--- src/rtl/hazard_if.sv ---
// Pipeline-side signal bundle for the hazard controller: hazard inputs from
// the ID/EX/MEM stages and the pipeline-register enables and flushes sent back.
interface hazard_if #(
  parameter int CNT_W = 16
);
  logic [4:0]       ifid_rs;
  logic [4:0]       ifid_rt;
  logic             id_uses_rt;
  logic             idex_mem_read;
  logic [4:0]       idex_rt;
  logic             ex_branch_taken;
  logic             mem_req;
  logic             mem_ready;
  logic             pc_write;
  logic             ifid_write;
  logic             ifid_flush;
  logic             idex_flush;
  logic             exmem_write;
  logic             memwb_write;
  logic             stall;
  logic             mem_err;
  logic [CNT_W-1:0] stall_cnt;
  logic [CNT_W-1:0] flush_cnt;

  modport master (
    output ifid_rs, ifid_rt, id_uses_rt, idex_mem_read, idex_rt,
           ex_branch_taken, mem_req, mem_ready,
    input  pc_write, ifid_write, ifid_flush, idex_flush, exmem_write,
           memwb_write, stall, mem_err, stall_cnt, flush_cnt
  );

  modport slave (
    input  ifid_rs, ifid_rt, id_uses_rt, idex_mem_read, idex_rt,
           ex_branch_taken, mem_req, mem_ready,
    output pc_write, ifid_write, ifid_flush, idex_flush, exmem_write,
           memwb_write, stall, mem_err, stall_cnt, flush_cnt
  );
endinterface

--- src/rtl/hazard_controller.sv ---
// Hazard controller for the 5-stage MIPS pipeline: memory freeze, branch flush,
// load-use stall, memory-wait timeout. Optional statistics under HAZARD_STATS_EN.
module hazard_controller #(
  parameter int MEM_TIMEOUT = 16,
  parameter int CNT_W       = 16
) (
  input logic     clk,
  input logic     rst_n,
  hazard_if.slave bus_io
);
  typedef enum logic [0:0] {ST_RUN = 1'b0, ST_MEM_WAIT = 1'b1} state_e;

  localparam bit               TIMEOUT_EN  = (MEM_TIMEOUT != 0);
  localparam logic [CNT_W-1:0] TIMEOUT_LIM = CNT_W'(MEM_TIMEOUT - 1);
  localparam logic [CNT_W-1:0] CNT_MAX     = {CNT_W{1'b1}};

  state_e           state_q, state_d;
  logic [CNT_W-1:0] wait_cnt_q, wait_cnt_d;
  logic             mem_err_q, mem_err_d;
  logic             freeze_s, branch_s, load_use_s, rs_hit_s, rt_hit_s;
  logic             pc_write_s, ifid_write_s, ifid_flush_s, idex_flush_s;
  logic             exmem_write_s, memwb_write_s, stall_s;

  // State, wait counter and sticky error register
  always_ff @(posedge clk or negedge rst_n) begin
    if (!rst_n) begin
      state_q    <= ST_RUN;
      wait_cnt_q <= {CNT_W{1'b0}};
      mem_err_q  <= 1'b0;
    end else begin
      state_q    <= state_d;
      wait_cnt_q <= wait_cnt_d;
      mem_err_q  <= mem_err_d;
    end
  end

  // Hazard priority, next state and pipeline control outputs
  always_comb begin
    state_d       = state_q;
    wait_cnt_d    = wait_cnt_q;
    mem_err_d     = mem_err_q;
    pc_write_s    = 1'b1;
    ifid_write_s  = 1'b1;
    ifid_flush_s  = 1'b0;
    idex_flush_s  = 1'b0;
    exmem_write_s = 1'b1;
    memwb_write_s = 1'b1;
    stall_s       = 1'b0;

    // Once waiting, the freeze holds on mem_ready alone: MEM is stuck on that access.
    case (state_q)
      ST_RUN:      freeze_s = bus_io.mem_req && !bus_io.mem_ready;
      ST_MEM_WAIT: freeze_s = !bus_io.mem_ready;
      default:     freeze_s = 1'b0;
    endcase
    branch_s   = !freeze_s && bus_io.ex_branch_taken;
    rs_hit_s   = (bus_io.idex_rt == bus_io.ifid_rs);
    rt_hit_s   = bus_io.id_uses_rt && (bus_io.idex_rt == bus_io.ifid_rt);
    load_use_s = !freeze_s && !bus_io.ex_branch_taken && bus_io.idex_mem_read &&
                 (bus_io.idex_rt != 5'd0) && (rs_hit_s || rt_hit_s);

    if (freeze_s) begin
      state_d = ST_MEM_WAIT;
      if (wait_cnt_q != CNT_MAX) begin
        wait_cnt_d = wait_cnt_q + {{(CNT_W-1){1'b0}}, 1'b1};
      end else begin
        wait_cnt_d = wait_cnt_q;
      end
      if (TIMEOUT_EN && (wait_cnt_q == TIMEOUT_LIM)) begin
        mem_err_d = 1'b1;
      end else begin
        mem_err_d = mem_err_q;
      end
    end else begin
      state_d    = ST_RUN;
      wait_cnt_d = {CNT_W{1'b0}};
    end

    if (!rst_n) begin
      pc_write_s    = 1'b0;
      ifid_write_s  = 1'b0;
      ifid_flush_s  = 1'b1;
      idex_flush_s  = 1'b1;
      exmem_write_s = 1'b0;
      memwb_write_s = 1'b0;
    end else if (freeze_s) begin
      pc_write_s    = 1'b0;
      ifid_write_s  = 1'b0;
      exmem_write_s = 1'b0;
      memwb_write_s = 1'b0;
      stall_s       = 1'b1;
    end else if (branch_s) begin
      ifid_flush_s  = 1'b1;
      idex_flush_s  = 1'b1;
    end else if (load_use_s) begin
      pc_write_s    = 1'b0;
      ifid_write_s  = 1'b0;
      idex_flush_s  = 1'b1;
      stall_s       = 1'b1;
    end else begin
      stall_s       = 1'b0;
    end
  end

  assign bus_io.pc_write    = pc_write_s;
  assign bus_io.ifid_write  = ifid_write_s;
  assign bus_io.ifid_flush  = ifid_flush_s;
  assign bus_io.idex_flush  = idex_flush_s;
  assign bus_io.exmem_write = exmem_write_s;
  assign bus_io.memwb_write = memwb_write_s;
  assign bus_io.stall       = stall_s;
  assign bus_io.mem_err     = mem_err_q;

`ifdef HAZARD_STATS_EN
  logic [CNT_W-1:0] stall_cnt_q, flush_cnt_q;

  // Saturating statistics counters
  always_ff @(posedge clk or negedge rst_n) begin
    if (!rst_n) begin
      stall_cnt_q <= {CNT_W{1'b0}};
      flush_cnt_q <= {CNT_W{1'b0}};
    end else begin
      if (stall_s && (stall_cnt_q != CNT_MAX)) begin
        stall_cnt_q <= stall_cnt_q + {{(CNT_W-1){1'b0}}, 1'b1};
      end else begin
        stall_cnt_q <= stall_cnt_q;
      end
      if (branch_s && (flush_cnt_q != CNT_MAX)) begin
        flush_cnt_q <= flush_cnt_q + {{(CNT_W-1){1'b0}}, 1'b1};
      end else begin
        flush_cnt_q <= flush_cnt_q;
      end
    end
  end

  assign bus_io.stall_cnt = stall_cnt_q;
  assign bus_io.flush_cnt = flush_cnt_q;
`else
  assign bus_io.stall_cnt = {CNT_W{1'b0}};
  assign bus_io.flush_cnt = {CNT_W{1'b0}};
`endif
endmodule

--- src/flat_wrapper.sv ---
// flat-port wrapper written by rule: the top's interface ports become plain ports
module hazard_controller_flat 
#(
  parameter int MEM_TIMEOUT = 16,
  parameter int CNT_W       = 16
)
  (clk, rst_n, bus_io_ifid_rs, bus_io_ifid_rt, bus_io_id_uses_rt, bus_io_idex_mem_read, bus_io_idex_rt, bus_io_ex_branch_taken, bus_io_mem_req, bus_io_mem_ready, bus_io_pc_write, bus_io_ifid_write, bus_io_ifid_flush, bus_io_idex_flush, bus_io_exmem_write, bus_io_memwb_write, bus_io_stall, bus_io_mem_err, bus_io_stall_cnt, bus_io_flush_cnt);
  hazard_if #(.CNT_W(CNT_W)) bus_io_i ();
  input logic clk;
  input logic rst_n;
  input wire logic [$bits(bus_io_i.ifid_rs)-1:0] bus_io_ifid_rs;
  input wire logic [$bits(bus_io_i.ifid_rt)-1:0] bus_io_ifid_rt;
  input wire logic [$bits(bus_io_i.id_uses_rt)-1:0] bus_io_id_uses_rt;
  input wire logic [$bits(bus_io_i.idex_mem_read)-1:0] bus_io_idex_mem_read;
  input wire logic [$bits(bus_io_i.idex_rt)-1:0] bus_io_idex_rt;
  input wire logic [$bits(bus_io_i.ex_branch_taken)-1:0] bus_io_ex_branch_taken;
  input wire logic [$bits(bus_io_i.mem_req)-1:0] bus_io_mem_req;
  input wire logic [$bits(bus_io_i.mem_ready)-1:0] bus_io_mem_ready;
  output wire logic [$bits(bus_io_i.pc_write)-1:0] bus_io_pc_write;
  output wire logic [$bits(bus_io_i.ifid_write)-1:0] bus_io_ifid_write;
  output wire logic [$bits(bus_io_i.ifid_flush)-1:0] bus_io_ifid_flush;
  output wire logic [$bits(bus_io_i.idex_flush)-1:0] bus_io_idex_flush;
  output wire logic [$bits(bus_io_i.exmem_write)-1:0] bus_io_exmem_write;
  output wire logic [$bits(bus_io_i.memwb_write)-1:0] bus_io_memwb_write;
  output wire logic [$bits(bus_io_i.stall)-1:0] bus_io_stall;
  output wire logic [$bits(bus_io_i.mem_err)-1:0] bus_io_mem_err;
  output wire logic [$bits(bus_io_i.stall_cnt)-1:0] bus_io_stall_cnt;
  output wire logic [$bits(bus_io_i.flush_cnt)-1:0] bus_io_flush_cnt;
  assign bus_io_i.ifid_rs = bus_io_ifid_rs;
  assign bus_io_i.ifid_rt = bus_io_ifid_rt;
  assign bus_io_i.id_uses_rt = bus_io_id_uses_rt;
  assign bus_io_i.idex_mem_read = bus_io_idex_mem_read;
  assign bus_io_i.idex_rt = bus_io_idex_rt;
  assign bus_io_i.ex_branch_taken = bus_io_ex_branch_taken;
  assign bus_io_i.mem_req = bus_io_mem_req;
  assign bus_io_i.mem_ready = bus_io_mem_ready;
  assign bus_io_pc_write = bus_io_i.pc_write;
  assign bus_io_ifid_write = bus_io_i.ifid_write;
  assign bus_io_ifid_flush = bus_io_i.ifid_flush;
  assign bus_io_idex_flush = bus_io_i.idex_flush;
  assign bus_io_exmem_write = bus_io_i.exmem_write;
  assign bus_io_memwb_write = bus_io_i.memwb_write;
  assign bus_io_stall = bus_io_i.stall;
  assign bus_io_mem_err = bus_io_i.mem_err;
  assign bus_io_stall_cnt = bus_io_i.stall_cnt;
  assign bus_io_flush_cnt = bus_io_i.flush_cnt;
  hazard_controller #(.MEM_TIMEOUT(MEM_TIMEOUT), .CNT_W(CNT_W)) u_core (.clk(clk), .rst_n(rst_n), .bus_io(bus_io_i));
endmodule
--- config.mk ---
export PLATFORM = sky130hd
export DESIGN_NAME = hazard_controller_flat
export DESIGN_NICKNAME = d
export VERILOG_FILES = /design/src/rtl/hazard_if.sv /design/src/rtl/hazard_controller.sv /design/src/flat_wrapper.sv
export SDC_FILE = /design/constraint.sdc
export NUM_CORES = 1
export LEC_CHECK = 0
export ABC_AREA = 1
export BUFFER_PORTS_ARGS = -buffer_cell sky130_fd_sc_hd__buf_2
export CORE_MARGIN = 8
export CORE_UTILIZATION = 44
export CTS_CLUSTER_SIZE = 24
export DETAILED_ROUTE_END_ITERATION = 8
export GPL_TIMING_DRIVEN = 0
export PLACE_DENSITY_LB_ADDON = 0.12
export SLEW_MARGIN = 20
export SYNTH_ARGS = -nofsm -noshare
export SYNTH_HDL_FRONTEND = slang
export SYNTH_SLANG_ARGS = --single-unit
--- constraint.sdc ---
create_clock -name clk -period 1.4 [get_ports clk]
set_input_delay 0.14 -clock clk [delete_from_list [all_inputs] [get_ports clk]]
set_output_delay 0.14 -clock clk [all_outputs]
set_load 0.02 [all_outputs]
* Word level (Yosys, flattened, before mapping)
Index checks and enable logic that the tools add are counted.
** Cells by class
- Eq/ne operators :: 5
- Reductions and logical operators :: 13
- $mul :: 0
- Muxes and demuxes :: 20
- Magnitude comparators :: 0
- Bitwise logic cells :: 1
- Shift-type cells :: 0
- Div/mod/pow operators :: 0
- $add $sub $neg :: 1
** Operators with widths (count)
- two-way mux 16 bit :: 2
- two-way mux 1 bit :: 17
- adder 16 x 1 -> 16 bit (second input constant) :: 1
- == test 16 x 4 -> 1 bit (second input constant) :: 1
- inequality test 16 bit (second input constant) :: 1
- == test 5 bit :: 2
- logical AND 1 bit :: 7
- nonzero test 5 bit :: 1
- logical NOT 1 bit :: 3
- inequality test 2 bit (second input constant) :: 1
- case mux 1 bit (2 select lines) :: 1
- AND reduction 2 bit :: 1
- logical OR 1 bit :: 1
- inverter 1 bit :: 1
** Word-level totals
- Memory bits (read-only) :: 0
- Memories :: 0
- RAM bits :: 0
- Input port bits :: 22
- Logic and storage cells :: 43
- Register bits after elaboration :: 18
- Bits in latches :: 0

* Logic depth before layout (Yosys ltp)
- Word-level depth :: 12
- Mapped depth :: 10
- Depth with buffers taken out :: 9

* Worst setup path after synthesis
No wires, ideal clock.
- Kind :: register -> output
- From :: register u_core.state_q
- To :: output bus_io_pc_write
- Data arrival time :: 1.367 ns
- Path slack :: -0.107 ns
- Path buffers :: 2
- Stages on the path, launching flop included :: 8
- Required time :: 1.260 ns
- Cells stage by stage :: dfrtp_1 -> nor2_1 -> nor2_2 -> buf_4 -> inv_1 -> nand2_1 -> nor2_1 -> buf_4
** On the way
- Cells in the longest elaborated chain, start to end :: 11
- Elaborated cells between the ends (all ways) :: 12
- Classes of those cells :: 5 x mux; 1 x bitwise; 6 x reduce/logical
** Ends and longest elaborated chain
- start: declaration :: line hazard_controller.sv:17 : state_e state_q, state_d;
- start signal: assignment :: line hazard_controller.sv:31 : state_q <= state_d;
- inverter 1 bit :: line hazard_controller.sv:51 : case (state_q)
- case mux 1 bit (2 select lines) (*) :: line hazard_controller.sv:51
- logical NOT 1 bit :: line hazard_controller.sv:56, hazard_controller.sv:59
- logical AND 1 bit (3 in a row) :: line hazard_controller.sv:59 : load_use_s = !freeze_s && !bus_io.ex_branch_taken && bus_io.idex_mem_read &&
- logical AND 1 bit :: line hazard_controller.sv:60 : (bus_io.idex_rt != 5'd0) && (rs_hit_s || rt_hit_s);
- two-way mux 1 bit (2 in a row)
- two-way mux 1 bit (*) (2 in a row)
- end: declaration :: line flat_wrapper.sv:19 : output wire logic [$bits(bus_io_i.pc_write)-1:0] bus_io_pc_write;
Mark *: on every way between the ends. The rest lies on a longest branch, timed or not.

* Final worst setup path
- From :: register u_core.state_q
- To :: output bus_io_memwb_write
** On the way
- Cells in the longest elaborated chain, start to end :: 4
** Ends and longest elaborated chain
- inverter 1 bit :: line hazard_controller.sv:51
- case mux 1 bit (2 select lines) (*) :: line hazard_controller.sv:51
- net u_core.freeze_s :: line hazard_controller.sv:20 : logic freeze_s, branch_s, load_use_s, rs_hit_s, rt_hit_s;
- two-way mux 1 bit (*) :: line hazard_controller.sv:86 : end else if (freeze_s) begin
- two-way mux 1 bit (*) :: line hazard_controller.sv:79 : if (!rst_n) begin
- end: declaration :: line flat_wrapper.sv:24 : output wire logic [$bits(bus_io_i.memwb_write)-1:0] bus_io_memwb_write;
Mark *: on every way through the listed nets, which the timed path passes. The rest lies on a longest branch.

==> parameters.txt <==
Parameter                              Value

Worst setup path
  Worst-case register-to-register setup slack ... -0.11 ns
  Register-to-Register Path Depth ... 8
  Setup CP Type ... reg -> out
  Setup crit start kind ... flop
  Total buffers and inverters traversed by the critical path ... 5
  WP data required ... between 1 and 1.5 ns
  Series of cell instances along the critical path ... nor2_1 > nor2_2 > buf_4 > buf_6 > buf_6 > nor2_4 > buf_4 > buf_4
  Delay contributed by the slowest stage of the critical path ... around 0.36 ns
  Peak fanout along the critical path ... 10
  CP arrival ... approximately 1.5 ns
  RR Startpoint ... u_core.wait_cnt_q[0]
  Cell type group with the largest total delay on the critical path ... buffers and inverters
  Cell with the most instances on the worst path ... sky130_fd_sc_hd__buf_4
  Crit path max-delay cell type ... sky130_fd_sc_hd__dfrtp_1
  Worst reg2reg path endpoint ... u_core.wait_cnt_q[8]
  Crit. End Element ... primary output

Floorplan
  Effective utilization at floorplan ... between 40% and 50%
  Area of the die ... 0.00588 sq mm
  Number of primary I/O pins ... 62
  Die height ... approximately 77 um
  Width of the die ... 76.7 um
  Cell Rows ... 22
  Area of the core region ... roughly 0.0036 sq mm

Cells and area
  Inserted Diodes ... 0
  Final-stage net count ... ~350
  Area grow syn2layout ... 42.2%
  Layout cell share with drive strength beyond 1 ... between 40 and 50%

Detailed routing
  Antenna viol nets, final ... 0
  Total iterations of the first detailed-routing run ... 4
  Total via count in the routed design ... 1,670
  Wirelength per Cell ... around 12 um
  Number of remaining DRC errors ... 0
  Initial DRC Count ... 90
  Detailed-route vias per instance ... around 4.5
  Routed wire length ... between 4 and 5 mm

Clock tree
  Source-to-sink clock delay at the later pin of the worst-skew pair ... around 0.26 ns
  Number of buffers created by CTS ... 3
  Clock tree sinks ... 18
  Number of H-tree levels ... 1
  Clock edge transition at the registers on the reported setup and hold paths ... approximately 0.07 ns
  Max Buffers Root-to-Sink ... 2
  CTS tree ... yes
  Clk root buf ... sky130_fd_sc_hd__clkbuf_8

Yosys
  Synth top area share ... between 20% and 30%
  Library cell occupying the most area in the post-synthesis netlist ... sky130_fd_sc_hd__dfrtp_1
  Top cells by area, synth ... sky130_fd_sc_hd__dfrtp_1 (28%), sky130_fd_sc_hd__buf_4 (16%), sky130_fd_sc_hd__nand2_1 (16%), sky130_fd_sc_hd__nand3_1 (8.0%), sky130_fd_sc_hd__inv_1 (6.5%)
  Netlist area before placement ... between 0.0015 and 0.002 sq mm
  Sequential element share of the synthesized area ... 27.8%
  Count of state elements after synthesis ... 18
  Synthesized area per cell ... roughly 6.8 sq um
  Synth cell types ... 28
  Number of warning messages in the yosys log ... 0
  Cells after Synth ... 240

Run status
  Status ... complete, but fails checks
  Violated checks ... negative setup slack

Timing
  Final number of max-transition violations ... 0
  Max frequency ... roughly 600 MHz
  Final setup vio count ... 22
  Unrepaired setup endpoints after global routing ... true
  Worst Slack Setup Final ... -0.264 ns
  Final hold violation count ... 0
  Fin Clk Skew ... roughly 0.0022 ns
  Slew Limit Headroom ... a little over two fifths
  Final period util ... 119%
  Time the worst path needs with I/O delays and setup ... between 1.5 and 2 ns
  Tightest Pin Transition ... slightly below 0.9 ns
  Setup TNS ... -2.61 ns

Run
  Max Cap Violations ... 0

Global route
  GR Overflow Total ... 0
  Vias in the first global route ... 1,519
  Antenna violations before repair ... 0
  Global router's overall resource usage ... ~14%
  Global-route wire length before repair ... 7.04 mm
  Pin count of the biggest net entering global routing ... 19

Placed design
  Port-buffer cells ... 29
  Placer's final routability congestion estimate ... 0.877
  Half-perimeter wire length after detailed placement ... slightly above 3 mm

Pwr
  Worst supply voltage drop on vdd ... 0.559 mV
  Power after layout ... between 1000 and 1500 uW
  Ratio of total power to cell area ... between 500 and 600 mW/mm^2
  Leakage Power ... 0.00133 uW

Min path
  Hold path startpoint ... bus_io_mem_ready
  Path type of the worst min-delay path ... in -> reg
  Worst hold path endpoint ... u_core.wait_cnt_q[1]
  WHS Path Cells ... 5
[registers in the layout (all words and copies together) (netlist names)]
| signal | count |
|---|---|
| u_core.bus_io.mem_err | 1 |
| u_core.state_q | 1 |
| u_core.wait_cnt_q | 16 |
[repair_timing]
item | CTS | global route
resized for setup | 14 | 35
endpoints found under the setup margin | 24 | 24
hold buffers | 1 | 0
hold endpoints to repair | 18 | 0
cloned | 2 | 0
pin swaps | 6 | 13
buffers inserted | 7 | 8
[metrics by stage]
| stage | hold WS [ns] | setup slack [ns] | area, sq um | cells | utilization, % |
|---|---|---|---|---|---|
| after global routing | 0.364 | -0.305 | 2300 | 369 | 63.9 |
| after detailed placement | 0.122 | -0.189 | 1950 | 348 | 54.0 |
| final | 0.337 | -0.264 | 2300 | 369 | 63.9 |
| after floorplan | -0.156 | 0.00752 | 1740 | 271 | - |
| after global placement | 0.119 | -0.170 | 1950 | 348 | 54.0 |
| after CTS | 0.339 | -0.226 | 2120 | 361 | 58.7 |
[power by group]
group | internal [uW] | leakage (uW) | switching (uW)
combinational | 172 | 0.00107 | 225
clock | 192 | 0.0000216 | 176
sequential | 527 | 0.000243 | 5.74
total | 891 | 0.00133 | 407
[cells in the mapped netlist (all sizes together)]
cell and n:
or2 3, o21ai 3, dfrtp 18, inv 31, o21bai 1, nor3 9, nor3b 1, xnor2 1
ha 1, o31ai 1, nand2 71, a21oi 1, nand3 26, conb 1, buf 37, nand4 9
nor2 23, nor4 3
[cell families after synthesis]
group	count (synthesis)	synth area share, %
xor gates and xnor gates	1	0.541
other	1	0.231
DFF	18	27.8
adders and majority gates	1	0.772
and+or+nand+nor	145	43.7
buffers and inverters	68	24.8
AOI/OAI and AO/OA	6	2.16
[layout make-up]
class | count | area [sq um]
inverter | 31 | 124
fill | 343 | 1300
timing repair buffer | 46 | 320
tap | 48 | 60.1
multi-input combinational | 186 | 1020
sequential | 18 | 450
clock buffer | 3 | 41.3
buffer | 37 | 289
[cells in the final DEF (no fill, tap or decap), types with 5 or more instances in the layout]
| cell type | instances |
|---|---|
| sky130_fd_sc_hd__nand2_1 | 54 |
| sky130_fd_sc_hd__buf_4 | 48 |
| sky130_fd_sc_hd__conb_1 | 32 |
| sky130_fd_sc_hd__inv_1 | 27 |
| sky130_fd_sc_hd__buf_2 | 23 |
| sky130_fd_sc_hd__nand3_1 | 22 |
| sky130_fd_sc_hd__nor2_1 | 18 |
| sky130_fd_sc_hd__dfrtp_1 | 18 |
| sky130_fd_sc_hd__nand2_2 | 13 |
| sky130_fd_sc_hd__buf_6 | 11 |
| sky130_fd_sc_hd__nand4_1 | 8 |
| sky130_fd_sc_hd__nor3_2 | 5 |
[routing by layer]
metal	vias up	track usage [%]	share of wire, %	wire length [um]
li1	862	-	-	-
met1	743	17.3	42	1820
met2	58	22.5	48	2070
met3	7	4.90	8.8	384
met4	0	6.54	1.9	81
met5	-	0	0	0
[worst reg2reg max path: cells and delay by family, from the launching register on]
family,cells,cell delay (ns)
and+or+nand+nor,5,0.59
DFF,1,0.40
buffers and inverters,2,0.28
adders and majority gates,1,0.17
[worst max path at each step]
| stage | from | end | slack, ns | cells after the start |
|---|---|---|---|---|
| floorplan | u_core.state_q | bus_io_pc_write | 0.008 | 7 |
| global route | u_core.state_q | bus_io_memwb_write | -0.31 | 8 |
| detailed placement | u_core.wait_cnt_q[0] | u_core.wait_cnt_q[7] | -0.19 | 8 |
| finish | u_core.state_q | bus_io_memwb_write | -0.26 | 8 |
| global placement | u_core.wait_cnt_q[0] | u_core.wait_cnt_q[14] | -0.17 | 8 |
| CTS | u_core.state_q | bus_io_pc_write | -0.23 | 10 |
(Power assumes the default switching activity.)
